==> config.mk <==
export PLATFORM = sky130hd
export DESIGN_NAME = antirebote_multi
export DESIGN_NICKNAME = d
export VERILOG_FILES = /design/src/rtl/antirebote_pkg.sv /design/src/rtl/antirebote_ch.sv /design/src/rtl/antirebote_multi.sv
export SDC_FILE = /design/constraint.sdc
export NUM_CORES = 1
export LEC_CHECK = 0
export ABC_AREA = 1
export CORE_MARGIN = 3
export CORE_UTILIZATION = 56
export CTS_CLUSTER_DIAMETER = 150
export DETAILED_ROUTE_END_ITERATION = 12
export PLACE_DENSITY = 0.85
export SYNTH_ARGS = -nofsm -noshare
export SYNTH_HDL_FRONTEND = slang
export SYNTH_HIERARCHICAL = 1
export SYNTH_SLANG_ARGS = --single-unit
==> constraint.sdc <==
create_clock -name clk -period 1.4 [get_ports clk]
set_input_delay 0.28 -clock clk [delete_from_list [all_inputs] [get_ports clk]]
set_output_delay 0.28 -clock clk [all_outputs]
set_load 0.02 [all_outputs]
==> src/rtl/antirebote_pkg.sv <==
// Shared types and default constants for the multi-channel button debouncer.
package antirebote_pkg;

  typedef enum logic {
    StIdle,
    StLock
  } ch_state_e;

  localparam int unsigned LOCK_CYCLES_DEF = 2500000;
  localparam int unsigned HOLD_CYCLES_DEF = 50000000;

endpackage

==> src/rtl/antirebote_ch.sv <==
// Single debounce channel: 2-flop sync, lockout-based edge acceptance, optional long press.
// Long-press detection is built only when ANTIREBOTE_LONG_PRESS_EN is defined.
module antirebote_ch
  import antirebote_pkg::*;
#(
  parameter int unsigned LOCK_CYCLES = LOCK_CYCLES_DEF,
  parameter bit          ACTIVE_LOW  = 1'b1,
  parameter int unsigned HOLD_CYCLES = HOLD_CYCLES_DEF
) (
  input  logic clk,
  input  logic rst_n,
  input  logic boton_i,
  output logic nivel_o,
  output logic press_o,
  output logic release_o,
  output logic long_o
);

  localparam int unsigned CntW = $clog2(LOCK_CYCLES + 1);
  localparam logic [CntW-1:0] LockLoad = CntW'(LOCK_CYCLES);
  localparam logic RelVal = ACTIVE_LOW;

  if (LOCK_CYCLES < 1 || HOLD_CYCLES < 1) begin : g_param_chk
    $error("LOCK_CYCLES and HOLD_CYCLES must be >= 1");
  end

  logic [1:0]      sync_q;
  logic            s;
  logic [CntW-1:0] cnt_q, cnt_d;
  logic            nivel_q, nivel_d;
  logic            press_q, press_d;
  logic            release_q, release_d;
  ch_state_e       st;

  // Reset parks the synchronizer at the released level so a held button is a fresh press.
  always_ff @(posedge clk or negedge rst_n) begin
    if (!rst_n) begin
      sync_q <= {2{RelVal}};
    end else begin
      sync_q <= {sync_q[0], boton_i};
    end
  end

  assign s  = sync_q[1] ^ ACTIVE_LOW;
  assign st = (cnt_q == '0) ? StIdle : StLock;

  always_comb begin
    nivel_d   = nivel_q;
    cnt_d     = cnt_q;
    press_d   = 1'b0;
    release_d = 1'b0;
    unique case (st)
      StIdle: begin
        if (s != nivel_q) begin
          nivel_d   = s;
          cnt_d     = LockLoad;
          press_d   = s;
          release_d = ~s;
        end
      end
      StLock:  cnt_d = cnt_q - 1'b1;
      default: ;
    endcase
  end

  always_ff @(posedge clk or negedge rst_n) begin
    if (!rst_n) begin
      cnt_q     <= '0;
      nivel_q   <= 1'b0;
      press_q   <= 1'b0;
      release_q <= 1'b0;
    end else begin
      cnt_q     <= cnt_d;
      nivel_q   <= nivel_d;
      press_q   <= press_d;
      release_q <= release_d;
    end
  end

  assign nivel_o   = nivel_q;
  assign press_o   = press_q;
  assign release_o = release_q;

`ifdef ANTIREBOTE_LONG_PRESS_EN
  localparam int unsigned HoldW = $clog2(HOLD_CYCLES + 1);
  localparam logic [HoldW-1:0] HoldMax = HoldW'(HOLD_CYCLES);

  logic [HoldW-1:0] hold_q, hold_d;
  logic             long_q, long_d;

  // Counter saturates at HoldMax so the pulse fires once per press; a same-edge release wins.
  always_comb begin
    hold_d = '0;
    long_d = 1'b0;
    if (nivel_q) begin
      hold_d = (hold_q == HoldMax) ? hold_q : hold_q + 1'b1;
      long_d = nivel_d && (hold_q == HoldMax - 1'b1);
    end
  end

  always_ff @(posedge clk or negedge rst_n) begin
    if (!rst_n) begin
      hold_q <= '0;
      long_q <= 1'b0;
    end else begin
      hold_q <= hold_d;
      long_q <= long_d;
    end
  end

  assign long_o = long_q;
`else
  assign long_o = 1'b0;
`endif

endmodule

==> src/rtl/antirebote_multi.sv <==
// N_CH independent button debouncers with press/release/long-press pulses.
// Long press is enabled by defining ANTIREBOTE_LONG_PRESS_EN.
module antirebote_multi
  import antirebote_pkg::*;
#(
  parameter int unsigned N_CH        = 4,
  parameter int unsigned LOCK_CYCLES = LOCK_CYCLES_DEF,
  parameter bit          ACTIVE_LOW  = 1'b1,
  parameter int unsigned HOLD_CYCLES = HOLD_CYCLES_DEF
) (
  input  logic            clk,
  input  logic            rst_n,
  input  logic [N_CH-1:0] boton_i,
  output logic [N_CH-1:0] nivel_o,
  output logic [N_CH-1:0] press_o,
  output logic [N_CH-1:0] release_o,
  output logic [N_CH-1:0] long_o
);

  for (genvar i = 0; i < N_CH; i++) begin : g_ch
    antirebote_ch #(
      .LOCK_CYCLES(LOCK_CYCLES),
      .ACTIVE_LOW (ACTIVE_LOW),
      .HOLD_CYCLES(HOLD_CYCLES)
    ) u_ch (
      .clk      (clk),
      .rst_n    (rst_n),
      .boton_i  (boton_i[i]),
      .nivel_o  (nivel_o[i]),
      .press_o  (press_o[i]),
      .release_o(release_o[i]),
      .long_o   (long_o[i])
    );
  end

endmodule
==> flow_summary.toml, run 1 <==
[outcome]
status = "complete, but fails checks"
failed_checks = "negative setup slack"

[global_routing]
track_usage = 0.285
grt_pass1_vias = 5678
grt_pass1_wl_mm = 26.7
grt_max_degree = 32
antenna_found_initial = 1
grt_overflow = 0

[logic_synthesis]
ys_top_cells_by_area = "dfrtp_1, nand2_1, nor2_1"
synth_nets = 786
synth_cell_type_count = 26
netlist_instances = 768
synth_area_um2 = 6040
synth_seq_cells = 108
synth-warning-count = 6
synth_top_area_frac = 0.415
avgSynthCellArea_um2 = 7.86
yosysSeqAreaShare = 0.449
synth_largest_area_cell = "dfrtp_1"

[clock_network]
numCtsBuffers = 9
cts_htree_levels = 3
clk_latency_ns = 0.45
clockRootBuffer = "clkbuf_8"
numClockSinks = 108
path_clk_slew_ns = 0.12
clockBufferDepth = 2
cts_tree = "done"

[timing]
fin_crit_ns = 1.92
tightest_slew_ns = 0.571
setup_violations = 104
rsz0062_at_grt = "true"
tns_ns = -18.17
slew_violations = 0
period_share = 1.37
max_freq_mhz = 521
skew_ns = 0.0491
max_slew_margin = 0.618
fin_ws_ns = -0.519
hold_viol = 0

[critical_path]
worstSetupPathType = "flop to flop"
required_ns = 1.66
end_kind = "flop"
arrival_ns = 2.18
worstPathMaxFanout = 3
critPathLaunchType = "flop"

[drt]
drtIter0Drc = 1398
routed_via_density = 6.50
ant_nets = 0
drcViolationCount = 0
drt-wirelength-per-cell_um = 25.3
wirelength_mm = 27.8
vias = 7142
firstDrtPassIters = 9

[floorplanning]
die_h_um = 110
io_pins = 22
die-area_um2 = 12100
fp-row-count = 37
core-area_um2 = 10400
die_w_um = 110
initial_utilization = 0.579

[final_layout]
finalInstanceArea_um2 = 8800
mostFrequentLayoutCell = "buf_4"
ff_latch_area_um2 = 2730
fill_cells = 400
multi_input_area_um2 = 3720
drive_gt1_frac = 0.493
final_cell_mix = "buf_4, nand2_1, dfrtp_1, inv_1, nor2_1"
nets = 975
finalNonFillerCells = 1099
syn2layout_area_growth_pct = 45.8

[placed_design]
placed_cell_area_um2 = 7230
io_buffers = 17
routabilityCongestion = 0.930
dp_hpwl_mm = 10.4
placed_cells_incl_taps = 1025

[power]
p_leak_nw = 4.00
pwr-share-clk = 0.384
switchingPower_mw = 1.38
ir_drop_mv = 0.910
sw_frac_of_total = 0.257
cellPowerDensity_nw_per_um2 = 609
internal_power_mw = 3.98
pwr-share-comb = 0.028
seqPwrFrac = 0.587

[job]
drv_cap = 0

[min_path]
hold_path_class = "primary input to flop"
[power by group through the flow]
stage / Clock (mW) / Sequential, mW / Combinational, mW
floorplan: 0 / 3.20 / 0.0392
global placement: 0 / 3.20 / 0.132
detailed placement: 0 / 3.20 / 0.133
CTS: 1.91 / 3.14 / 0.139
global route: 2.19 / 3.15 / 0.162
finish: 2.06 / 3.15 / 0.151
[layout make-up]
class,count,share of cell area
inverters,112,0.0518
flip-flops and latches,108,0.310
well taps,136,0.0193
repair buffers,182,0.174
clock inverters,3,0.00242
clock buffers,13,0.0192
diodes,1,0.000284
multi-input cells,544,0.423
[state kept, by name, indices dropped and copies added (netlist names)]
name                 cells
g_ch.u_ch/cnt_q         88
g_ch.u_ch/sync_q         8
g_ch.u_ch/nivel_o        4
g_ch.u_ch/press_o        4
g_ch.u_ch/release_o      4
[per-stage QoR]
| step | power (mW) | hold slack, ns | setup slack [ns] | utilization |
|---|---|---|---|---|
| floorplan | 3.24 | -0.0156 | 0.00456 | - |
| global placement | 3.33 | 0.240 | -0.0265 | 0.694 |
| detailed placement | 3.34 | 0.245 | -0.116 | 0.694 |
| CTS | 5.19 | 0.268 | -0.0546 | 0.749 |
| global route | 5.50 | 0.257 | -0.715 | 0.845 |
| finish | 5.36 | 0.265 | -0.519 | 0.845 |
[timing repair]
| action | CTS | global route |
|---|---|---|
| setup endpoints to repair | 74 | 108 |
| pin swaps | 37 | 66 |
| endpoints found under the hold margin | 21 | 0 |
| resized for setup | 99 | 223 |
| hold buffers | 1 | 0 |
| buffers inserted | 21 | 35 |
[Yosys cell counts (all sizes together)]
master,n
ha,12
dfstp,8
nand4,12
inv,112
nand3,40
conb,4
nand2,180
a31oi,4
mux2,4
o21ai,24
nor2,200
xor2,32
dfrtp,100
buf,4
nand3b,4
xnor2,16
nor3,8
a21oi,4
[critical path, stage by stage (launching register included)]
cell	delay, ns
dfrtp_1	0.45
nor2_2	0.19
nand2_2	0.11
nor2_4	0.17
buf_4	0.14
nand3_2	0.09
buf_4	0.16
nor2_1	0.44
[path summary, 6_finish.rpt]
path                            cells after the start                   start  slack [ns]                     end
worst max-delay path                                7  g_ch[0].u_ch/cnt_q[18]       -0.52    g_ch[0].u_ch/press_o
worst min register to register                      0  g_ch[1].u_ch/sync_q[0]        0.37  g_ch[1].u_ch/sync_q[1]
min in group asynchronous                           2                   rst_n        0.35    g_ch[0].u_ch/press_o
worst min-delay path                                1              boton_i[1]        0.26  g_ch[1].u_ch/sync_q[0]
max in group asynchronous                           3                   rst_n        0.40  g_ch[0].u_ch/sync_q[1]
worst max register to register                      7  g_ch[0].u_ch/cnt_q[18]       -0.52    g_ch[0].u_ch/press_o
[routing by layer]
metal / routed length, µm / track usage
met1: 8720 / 0.344
met4: 2940 / 0.111
met5: 37 / 0.0179
met2: 12300 / 0.480
met3: 3780 / 0.0804
[cells by family (layout without fill, tap and decap cells)]
group	after synthesis	in the layout	share of synthesized area
other	4	5	0.00249
AOI/OAI and AO/OA	32	32	0.0323
buffers and inverters	116	310	0.0763
adders and majority gates	12	12	0.0249
and+or+nand+nor	444	444	0.337
xor gates and xnor gates	48	48	0.0697
muxes	4	4	0.00746
DFF	108	108	0.449
Note: power is estimated with default switching activity, not from simulation.
==> run 2, diff against run 1 <==
--- a/config.mk
+++ b/config.mk
@@ -7,10 +7,10 @@
 export LEC_CHECK = 0
 export ABC_AREA = 1
 export CORE_MARGIN = 3
-export CORE_UTILIZATION = 56
+export CORE_UTILIZATION = 40
 export CTS_CLUSTER_DIAMETER = 150
 export DETAILED_ROUTE_END_ITERATION = 12
-export PLACE_DENSITY = 0.85
+export PLACE_DENSITY = 0.66
 export SYNTH_ARGS = -nofsm -noshare
 export SYNTH_HDL_FRONTEND = slang
 export SYNTH_HIERARCHICAL = 1
==> run 2 against run 1 <==
The flow still finishes with violations (negative setup slack). Critical path type unchanged. Core utilization fell by 27 points. Global-route usage fell by 11 points. Register-to-register slack improved by 0.44 ns. Clock skew fell by 0.043 ns. Highest routed layer is now met4.
==> flow_summary.toml, run 2 (synthesis gave the netlist of run 1 again) <==
[timing]
fin_ws_ns = -0.0793
slew_violations = 0
setup_violations = 24
hold_slack_ns = 0.317
hold_viol = 0
tns_ns = -0.842
fin_crit_ns = 1.48
rsz0062_at_grt = "true"
max_freq_mhz = 676
skew_ns = 0.00623
period_share = 1.06

[floorplanning]
die_h_um = 129
core-area_um2 = 14600
io_pins = 22
die_w_um = 129
initial_utilization = 0.412
fp-row-count = 44
die-area_um2 = 16600

[power]
p_leak_nw = 3.87
ir_drop_mv = 0.732
cellPowerDensity_nw_per_um2 = 682

[final_layout]
fill_cells = 1292
reg_top3 = "g_ch.u_ch/cnt_q x88, g_ch.u_ch/sync_q x8"
ff_latch_area_um2 = 2720
mostFrequentLayoutCell = "buf_4"
top_register = "g_ch.u_ch/cnt_q"
multi_input_area_um2 = 3490
final_cell_mix = "buf_4, nand2_1, nor2_1, dfrtp_1, inv_1"
drive_gt1_frac = 0.433
diodes = 0
nets = 950
syn2layout_area_growth_pct = 39.2
largest_reg_flops = 88

[drt]
wirelength_mm = 14.2
firstDrtPassIters = 4
drcViolationCount = 0
dr_wl_met2_mm = 6.82
top_layer = "met4"
routed_via_density = 4.65
vias = 5217
met1Wirelength_mm = 6.79
ant_nets = 0
dr_wl_met3_um = 416
drtIter0Drc = 329
drt-wirelength-per-cell_um = 12.7

[clock_network]
cts_htree_levels = 3
numCtsBuffers = 9
clockBufferDepth = 2
path_clk_slew_ns = 0.07
cts_tree = "done"
numClockSinks = 108
clk_latency_ns = 0.35
clockRootBuffer = "clkbuf_16"

[critical_path]
required_ns = 1.64
cp_cell_sequence = "nor2_2 -> nand2_2 -> nor2_4 -> nand3_4 -> nor2_8 -> inv_4 -> nand2_1 -> inv_1"
crit_path_top_delay_cell = "dfrtp_1"
reg2reg_from = "g_ch[1].u_ch/cnt_q[4]"
arrival_ns = 1.72
worstPathMaxFanout = 6
critPathLaunchType = "flop"
cpPeakStageDelay_ns = 0.42
worstSetupPathType = "flop to flop"
crit_start = "g_ch[1].u_ch/cnt_q[4]"
end_kind = "flop"

[global_routing]
grt_max_degree = 55
antenna_found_initial = 0
grt_overflow = 0
grt_pass1_wl_mm = 24.3
grt_pass1_vias = 5316
track_usage = 0.179

[placed_design]
dp_hpwl_mm = 10.4
io_buffers = 17
routabilityCongestion = 0.850

[min_path]
hold_path_class = "primary input to asynchronous set/reset pin"

[outcome]
status = "complete, but fails checks"
failed_checks = "negative setup slack"

[job]
drv_cap = 0
[run 2: final cells by class]
cell class	count	area share
clock buffer	10	0.0284
clock inverter	6	0.00551
inverter	112	0.0515
multi-input combinational	544	0.415
sequential	108	0.324
tap	184	0.0274
timing repair buffer	157	0.148
[run 2: timing repair]
action / CTS / global route
pin swaps: 14 / 47
endpoints found under the setup margin: 55 / 97
hold buffers: 1 / 0
hold endpoints to repair: 8 / 0
buffers inserted: 0 / 16
gates resized for setup: 70 / 158
[run 2: worst paths after layout]
kind                                          end  slack, ns  cells past startpoint
min                         g_ch[1].u_ch/cnt_q[3]       0.32                      2
max reg2reg                g_ch[1].u_ch/cnt_q[21]      -0.08                      8
max                        g_ch[1].u_ch/cnt_q[21]      -0.08                      8
min reg2reg                g_ch[2].u_ch/sync_q[1]       0.36                      0
min in group clk           g_ch[0].u_ch/sync_q[0]       0.33                      1
max in group asynchronous  g_ch[1].u_ch/sync_q[0]       0.53                      3
[run 2: per-layer routing]
layer,GRT usage,vias to the layer above
met5,0,-
met4,0.0525,0
met3,0.0232,12
met2,0.292,75
met1,0.249,2463
li1,-,2667
[run 2: metrics by stage]
step	area, µm²	worst slack, ns	instances	utilization	total power [mW]
after floorplan	6090	0.00456	768	-	3.24
after global placement	7400	-0.0614	1088	0.505	3.33
after detailed placement	7400	-0.0519	1088	0.505	3.34
after CTS	7840	-0.00797	1105	0.535	5.83
after global routing	8400	-0.160	1121	0.574	5.97
final	8400	-0.0793	1121	0.574	5.73
[run 2: where the power goes]
group,internal [mW],switching [mW]
registers,3.14,0.00612
clock network,1.27,1.19
logic,0.0358,0.0964
[run 2: critical path, delay by kind of cell, from the launching register on]
kind	cells	cell delay, ns
buf+inv	2	0.11
flops	1	0.42
simple gates	6	0.85
